File: src/rtl/cpu_pkg.sv
// Shared CPU definitions: branch condition codes, ALU flag-select encodings
// and the flag/branch unit FSM states.
package cpu_pkg;

  localparam logic [2:0] CC_NEQ    = 3'b000;
  localparam logic [2:0] CC_EQ     = 3'b001;
  localparam logic [2:0] CC_GT     = 3'b010;
  localparam logic [2:0] CC_LT     = 3'b011;
  localparam logic [2:0] CC_GTE    = 3'b100;
  localparam logic [2:0] CC_LTE    = 3'b101;
  localparam logic [2:0] CC_OVFL   = 3'b110;
  localparam logic [2:0] CC_UNCOND = 3'b111;

  localparam logic [1:0] FSEL_NONE = 2'b00;
  localparam logic [1:0] FSEL_Z    = 2'b01;
  localparam logic [1:0] FSEL_ALL  = 2'b10;

  typedef enum logic {
    ST_RUN   = 1'b0,
    ST_FLUSH = 1'b1
  } state_e;

endpackage

File: src/rtl/branch_cond_eval.sv
// Combinational evaluation of a branch condition code against the V/Z/N flags.
module branch_cond_eval
  import cpu_pkg::*;
(
  input  logic [2:0] br_cond,
  input  logic       z,
  input  logic       v,
  input  logic       n,
  output logic       cond_true
);

  always_comb begin
    cond_true = 1'b0;
    case (br_cond)
      CC_NEQ:    cond_true = ~z;
      CC_EQ:     cond_true = z;
      CC_GT:     cond_true = ~z & ~n;
      CC_LT:     cond_true = n;
      CC_GTE:    cond_true = z | ~n;
      CC_LTE:    cond_true = n | z;
      CC_OVFL:   cond_true = v;
      CC_UNCOND: cond_true = 1'b1;
      default:   cond_true = 1'b0;
    endcase
  end

endmodule

File: src/rtl/flag_branch_unit.sv
// EX-stage flag register (V/Z/N) with addz suppression, plus branch resolution
// driving a one-cycle PC redirect and a FLUSH_CYCLES-long wrong-path flush.
module flag_branch_unit
  import cpu_pkg::*;
#(
  parameter int FLUSH_CYCLES = 2,
  parameter int PC_W         = 16
) (
  input  logic            clk,
  input  logic            rst_n,
  input  logic            stall,
  input  logic            ex_valid,
  input  logic [1:0]      ex_flag_sel,
  input  logic            ex_is_addz,
  input  logic            alu_ov,
  input  logic            alu_zr,
  input  logic            alu_ne,
  input  logic            br_valid,
  input  logic [2:0]      br_cond,
  input  logic [PC_W-1:0] br_target,
  output logic            flag_z,
  output logic            flag_v,
  output logic            flag_n,
  output logic            ex_addz_kill,
  output logic            redirect_o,
  output logic [PC_W-1:0] redirect_pc,
  output logic            flush_o
);

  state_e          state_q, state_d;
  logic [2:0]      cnt_q, cnt_d;
  logic            z_q, z_d;
  logic            v_q, v_d;
  logic            n_q, n_d;
  logic            redirect_q, redirect_d;
  logic [PC_W-1:0] redirect_pc_q, redirect_pc_d;
  logic            flush_q, flush_d;

  logic act;
  logic cond_true;
  logic taken;

  assign act          = ex_valid & ~stall & (state_q == ST_RUN);
  assign ex_addz_kill = ex_valid & ex_is_addz & ~z_q;
  assign taken        = act & br_valid & cond_true;

  branch_cond_eval u_cond (
    .br_cond   (br_cond),
    .z         (z_q),
    .v         (v_q),
    .n         (n_q),
    .cond_true (cond_true)
  );

  always_comb begin
    z_d = z_q;
    v_d = v_q;
    n_d = n_q;
    if (act && !ex_addz_kill) begin
      case (ex_flag_sel)
        FSEL_ALL: begin
          z_d = alu_zr;
          v_d = alu_ov;
          n_d = alu_ne;
        end
        FSEL_Z:    z_d = alu_zr;
        FSEL_NONE: ;
        default:   ;
      endcase
    end
  end

  // cnt counts the flush cycles remaining after the current one, independent of stall.
  always_comb begin
    state_d       = state_q;
    cnt_d         = cnt_q;
    redirect_d    = 1'b0;
    redirect_pc_d = redirect_pc_q;
    flush_d       = flush_q;
    case (state_q)
      ST_RUN: begin
        flush_d = 1'b0;
        if (taken) begin
          redirect_d    = 1'b1;
          redirect_pc_d = br_target;
          flush_d       = 1'b1;
          cnt_d         = 3'(FLUSH_CYCLES - 1);
          state_d       = ST_FLUSH;
        end
      end
      ST_FLUSH: begin
        if (cnt_q == 3'd0) begin
          flush_d = 1'b0;
          state_d = ST_RUN;
        end else begin
          flush_d = 1'b1;
          cnt_d   = cnt_q - 3'd1;
        end
      end
      default: state_d = ST_RUN;
    endcase
  end

  always_ff @(posedge clk or negedge rst_n) begin
    if (!rst_n) begin
      state_q       <= ST_RUN;
      cnt_q         <= 3'd0;
      z_q           <= 1'b0;
      v_q           <= 1'b0;
      n_q           <= 1'b0;
      redirect_q    <= 1'b0;
      redirect_pc_q <= '0;
      flush_q       <= 1'b0;
    end else begin
      state_q       <= state_d;
      cnt_q         <= cnt_d;
      z_q           <= z_d;
      v_q           <= v_d;
      n_q           <= n_d;
      redirect_q    <= redirect_d;
      redirect_pc_q <= redirect_pc_d;
      flush_q       <= flush_d;
    end
  end

  assign flag_z      = z_q;
  assign flag_v      = v_q;
  assign flag_n      = n_q;
  assign redirect_o  = redirect_q;
  assign redirect_pc = redirect_pc_q;
  assign flush_o     = flush_q;

endmodule

File: config.mk
export PLATFORM = sky130hd
export DESIGN_NAME = flag_branch_unit
export DESIGN_NICKNAME = d
export VERILOG_FILES = /design/src/rtl/cpu_pkg.sv /design/src/rtl/branch_cond_eval.sv /design/src/rtl/flag_branch_unit.sv
export SDC_FILE = /design/constraint.sdc
export NUM_CORES = 1
export LEC_CHECK = 0
export CORE_MARGIN = 10
export CORE_UTILIZATION = 40
export DETAILED_ROUTE_END_ITERATION = 7
export PLACE_DENSITY = 0.74
export RECOVER_POWER = 25
export SETUP_SLACK_MARGIN = 0.15
export SYNTH_ARGS = -nofsm -noshare
export SYNTH_HDL_FRONTEND = slang
export SYNTH_SLANG_ARGS = --single-unit
File: constraint.sdc
create_clock -name clk -period 1.8 [get_ports clk]
set_input_delay 0.45 -clock clk [delete_from_list [all_inputs] [get_ports clk]]
set_output_delay 0.45 -clock clk [all_outputs]
set_load 0.005 [all_outputs]
---- Yosys cells after proc, flatten, opt, wreduce, memory -nomap -nowiden ----
Index checks and enable logic that the tools add are counted.
storage, ports and cells
  register bits after elaboration ......... 24
  input bits .............................. 30
  output and inout port bits .............. 22
  logic and storage cells ................. 49
operators by class
  add/subtract/negate cells ............... 1
  equality and inequality tests ........... 11
  multiplexer cells ....................... 8
  bitwise logic cells ..................... 13
  reduce and logical (&&, ||, !) cells .... 9
operators with widths
  operator             number
  $eq 3x3->1 const B   4
  $pmux 1 s8           1
  $reduce_and 2->1     4
  $and 1x1->1          7
  $eq 3x2->1 const B   2
  $logic_not 3->1      2
  $mux 3               2
  $pmux 3 s2           1
  $ne 2x2->1 const B   2
  $not 1->1            4
  $eq 3x1->1 const B   1
  $mux 1               3
  $sub 3x1->3 const B  1
  $eq 2x1->1 const B   1
  $eq 2x2->1 const B   1
  $or 1x1->1           2
  $pmux 1 s2           1
  $reduce_or 2->1      1
  $logic_and 1x1->1    1
  $logic_not 1->1      1

---- Logic depth before layout (Yosys ltp) ----
  word-level depth ........................ 7
  mapped depth ............................ 6
  depth with buffers taken out ............ 6

---- By module ----
A second synthesis with hierarchy kept.
second synthesis, totals
  cells, all modules ...................... 80
  area, all modules ....................... 1104.8 µm²
by module, submodules not included
  module            instances  cells an instance  area each (µm²)  seq. area each (µm²)
  flag_branch_unit  1          69                 1028.5           600.6
  branch_cond_eval  1          11                 76.3             0.0

---- Worst setup path after synthesis ----
No wires, ideal clock.
  path kind ............................... input to register
  start point ............................. in br_cond[0]
  end point ............................... reg redirect_pc_q[0], in the netlist redirect_pc[0]
  library setup time ...................... 0.125 ns
  arrival ................................. 1.580 ns
  data required time ...................... 1.675 ns
  setup slack ............................. 0.095 ns
  stages .................................. 5
  path buffers ............................ 1
  path through ............................ a211oi_1 -> a211oi_2 -> a211oi_2 -> buf_6 -> mux2_4
on the way
  cells in the longest elaborated chain, start to end .. 4
  elaborated cells between the ends (all ways) .. 11
  those cells by class .................... eq/ne (7); mux (1); bitwise (1); reduce/logical (2)
ends and longest elaborated chain
  what                                      line                     RTL
  from (decl)                               flag_branch_unit.sv:19   input logic [2:0] br_cond,
  $eq 3x3->1, or another cell as far along  branch_cond_eval.sv:14   case (br_cond)
  $pmux 1 s8 (*)                            branch_cond_eval.sv:14
  $and 1x1->1 (*)                           flag_branch_unit.sv:45   assign taken = act & br_valid & cond_true;
  $reduce_and 2->1 (no source line) (*)     -
  to (signal assigned)                      flag_branch_unit.sv:121  redirect_pc_q <= redirect_pc_d;
  to (decl)                                 flag_branch_unit.sv:36   logic [PC_W-1:0] redirect_pc_q, redirect_pc_d;
Every way passes the cells marked *; elsewhere a longest branch is shown, timed or not.
A chain may end at the register's enable or synchronous reset.

---- Worst setup path after layout ----
  start point ............................. reg z_q, in the netlist flag_z
  end point ............................... reg redirect_pc_q[4], in the netlist redirect_pc[4]
on the way
  cells in the longest elaborated chain, start to end .. 5
  elaborated cells between the ends (all ways) .. 7
  those cells by class .................... mux (1); bitwise (5); reduce/logical (1)
ends and longest elaborated chain
  what                                   line                                            RTL
  from (decl)                            flag_branch_unit.sv:32                          logic z_q, z_d;
  from (signal assigned)                 flag_branch_unit.sv:117                         z_q <= z_d;
  $not 1->1                              branch_cond_eval.sv:15, branch_cond_eval.sv:17
  $and 1x1->1                            branch_cond_eval.sv:17                          CC_GT: cond_true = ~z & ~n;
  $pmux 1 s8 (*)                         branch_cond_eval.sv:14
  $and 1x1->1 (*)                        flag_branch_unit.sv:45
  $reduce_and 2->1 (no source line) (*)  -
Marks and branches as above.

==> metrics.txt <==
Hold WC Path Type=reg -> reg; Vias/cell=4.861; Inserted Diodes=0; Layout Area Growth over Synthesis=85.30%; kind of end point of the critical path=flip-flop; number of antenna violations at the first check in global routing=0; TritonCTS Buffers=3; RSZ-0062 raised after global routing=true; Max-Cap Viols=0; share of post-route cells with drive strength above 1=42.33%; Mean Syn Cell Area=between 10 and 15 µm²; Worst path max stage delay=around 0.42 ns; Reg2Reg Setup Slack=-0.11 ns; Area contributors post-synth=dfrtp_1 53%, mux2_4 21%, ha_1 3.3%; peak supply drop=around 1.2 mV; worst reg2reg path startpoint=flag_z; final worst slack=-0.1098 ns; final setup vio count=16; DP Wirelength=about 2100 µm; Die Ht=between 70 and 80 µm; Post-synth top flop=dfrtp_1; row cnt=19; CTS Sinks=24; WS Path Type=reg -> reg; via count=between 900 and 1000; Crit Path Max Fanout=5; Crit-path slowest cell=dfrtp_1; clk slew on worst S/H paths=0.14 ns; CTS tree=built; Routed WL=roughly 3400 µm; Post-Syn Instances=between 70 and 80; Yosys top cell by area=dfrtp_1; worst clock skew=0.01348 ns; Post-Place Worst Slack=-1.046 ns; die width=roughly 73 µm; Inst Count DP=between 150 and 200; PortBufs=51; Ys Warns=0; Final Cycle Share=106.1%; CP required=2.01 ns; first-pass detailed-route iteration total=3; core box area=~2700 µm²; status=finished with violations; Setup crit start=flag_z; Hold Crit Start=redirect_pc[13]; fin crit period=~1.9 ns; clock insertion delay at the later pin of the skew report=between 0.3 and 0.4 ns; fraction of the yosys area taken by sequential cells=53.45%; fmax=approximately 520 MHz; Mapped Area=~1100 µm²; Die Area=~5300 µm²; DRC=0; number of global-route vias before repair=1011; first-pass GRT wire length=around 5400 µm; RR Endpoint=redirect_pc[4]; Syn Nets=112; fin util=76.82%; total I/O pin count=52; Fin. Hold Viols=0; Hold Path Depth=1; pwr/cell area=approximately 1400 nW/µm²; most numerous cell in the Yosys netlist=dfrtp_1; clk buf depth=2; Critical Path Source Type=flip-flop; Slew Limit Fails=0; Overflow after GRT=0; worst-margin pin slew=~0.59 ns; synth unique cells=20; leakage dissipation=about 1.0 nW; largest net degree at the start of global routing=25; ys async rst share=100.0%; WP data arrival=approximately 2.1 ns; Yosys top cell area share=roughly 53%; total power=~2.9 mW; gr usage total=between 10% and 20%; critical path, cell by cell=buf_6, mux2_4, a211oi_4, buf_6, a211oi_4, buf_4, buf_12, mux2_4; Routed WL per cell=17.49 µm; post-route antenna net violation count=0; Synth Register Bits=24; Post-synth EDFFs=0; Max-slew headroom=roughly three fifths; top cells by count, synth=24 x dfrtp_1, 16 x mux2_4, 8 x inv_1; R2R depth=8; Total Nets Final=slightly below 200; GPL Wtd Cong=0.7078; failing checks=setup timing; H-tree depth=1; Initial Util=41.46%; root buffer cell=clkbuf_4; worst hold path endpoint=redirect_pc[13]; Initial DRC Count=19; fin cells=between 150 and 200
[report_power, final]
group	total, mW	switching [mW]	internal (mW)
Sequential	0.964	0.164	0.800
Combinational	1.52	0.543	0.979
Clock	0.387	0.162	0.225
Total	2.87	0.869	2.00
[flip-flops by register name, indices dropped and copies added (netlist names)]
register	count
cnt_q	3
flag_z	1
flag_n	1
flush_o	1
flag_v	1
redirect_o	1
redirect_pc	16
[critical path: cells and delay by family, from the launching register on]
family	cells	cell delay, ns
compound gates	2	0.25
buf+inv	4	0.57
flops	1	0.42
mux	2	0.57
[placed cells by master (no fill, tap or decap)]
| cell | count |
|---|---|
| dfrtp_1 | 23 |
| clkdlybuf4s50_1 | 22 |
| dlygate4sd2_1 | 22 |
| buf_4 | 18 |
| mux2_4 | 16 |
| inv_1 | 8 |
| buf_6 | 7 |
| a211oi_4 | 5 |
| nor2_1 | 3 |
| mux2_2 | 3 |
| ha_1 | 3 |
| clkbuf_4 | 3 |
| dlymetal6s2s_1 | 3 |
| nand2_1 | 2 |
| a211oi_2 | 2 |
| a31oi_1 | 2 |
| clkbuf_2 | 2 |
| buf_12 | 2 |
| mux2i_4 | 1 |
| nand4bb_1 | 1 |
| nor3b_4 | 1 |
| nand3_4 | 1 |
| nor2b_2 | 1 |
| or2_1 | 1 |
| nand2b_4 | 1 |
| nor2_2 | 1 |
| nand3_1 | 1 |
| or2_2 | 1 |
| o21a_1 | 1 |
| bufinv_16 | 1 |
| buf_16 | 1 |
| dfrtp_2 | 1 |
| dlygate4sd3_1 | 1 |
| buf_2 | 1 |
| clkdlybuf4s15_1 | 1 |
[routing by layer]
layer  track usage, %  vias to the layer above  wire (µm)
met2            21.68                       25       1832
met4            1.899                        0         13
met3            4.898                        2        198
met1            15.19                      466       1349
li1                 -                      450          -
met5                0                        -          0
[worst max path at each step]
| stage | endpoint | slack, ns | cells past startpoint |
|---|---|---|---|
| global route | redirect_pc[2] | -0.18 | 8 |
| global placement | redirect_pc[13] | -1.02 | 5 |
| CTS | redirect_pc[4] | -0.10 | 8 |
| finish | redirect_pc[4] | -0.11 | 8 |
| floorplan | redirect_pc[0] | 0.1 | 5 |
| detailed placement | redirect_pc[13] | -1.05 | 5 |
[logic make-up (layout without fill, tap and decap cells)]
kind of cell,Yosys count,count (layout),share of synthesized area (%)
muxes,20,20,25.28
AOI/OAI and AO/OA,8,10,6.013
buffers and inverters,10,92,4.677
and+or+nand+nor,14,14,7.239
DFF,24,24,53.45
adders and majority gates,3,3,3.341
[stage by stage]
step	cell area [µm²]	TNS (ns)	hold WS [ns]
after global routing	2082	-2.494	0.5468
final	2082	-1.377	0.5217
after CTS	2028	-1.191	0.4745
after floorplan	1130	0	0.1544
after global placement	1732	-19.68	0.4936
after detailed placement	1732	-20.17	0.4916
[final cells by class]
| type | count | area [µm²] |
|---|---|---|
| multi-input cells | 47 | 591.8 |
| clock inverters | 1 | 30.03 |
| inverters | 8 | 30.03 |
| fillers | 174 | 628.1 |
| flip-flops and latches | 24 | 601.8 |
| well taps | 31 | 38.79 |
| clock buffers | 3 | 22.52 |
| repair buffers | 80 | 767.0 |
[repair_timing]
item / 4_1_cts / 5_1_grt
gates resized for setup: 45 / 12
buffers inserted: 15 / 4
hold buffers: 0 / 0
setup endpoints to repair: 42 / 24
cloned: 3 / 0
pin swaps: 5 / 3
(Power assumes the default switching activity.)
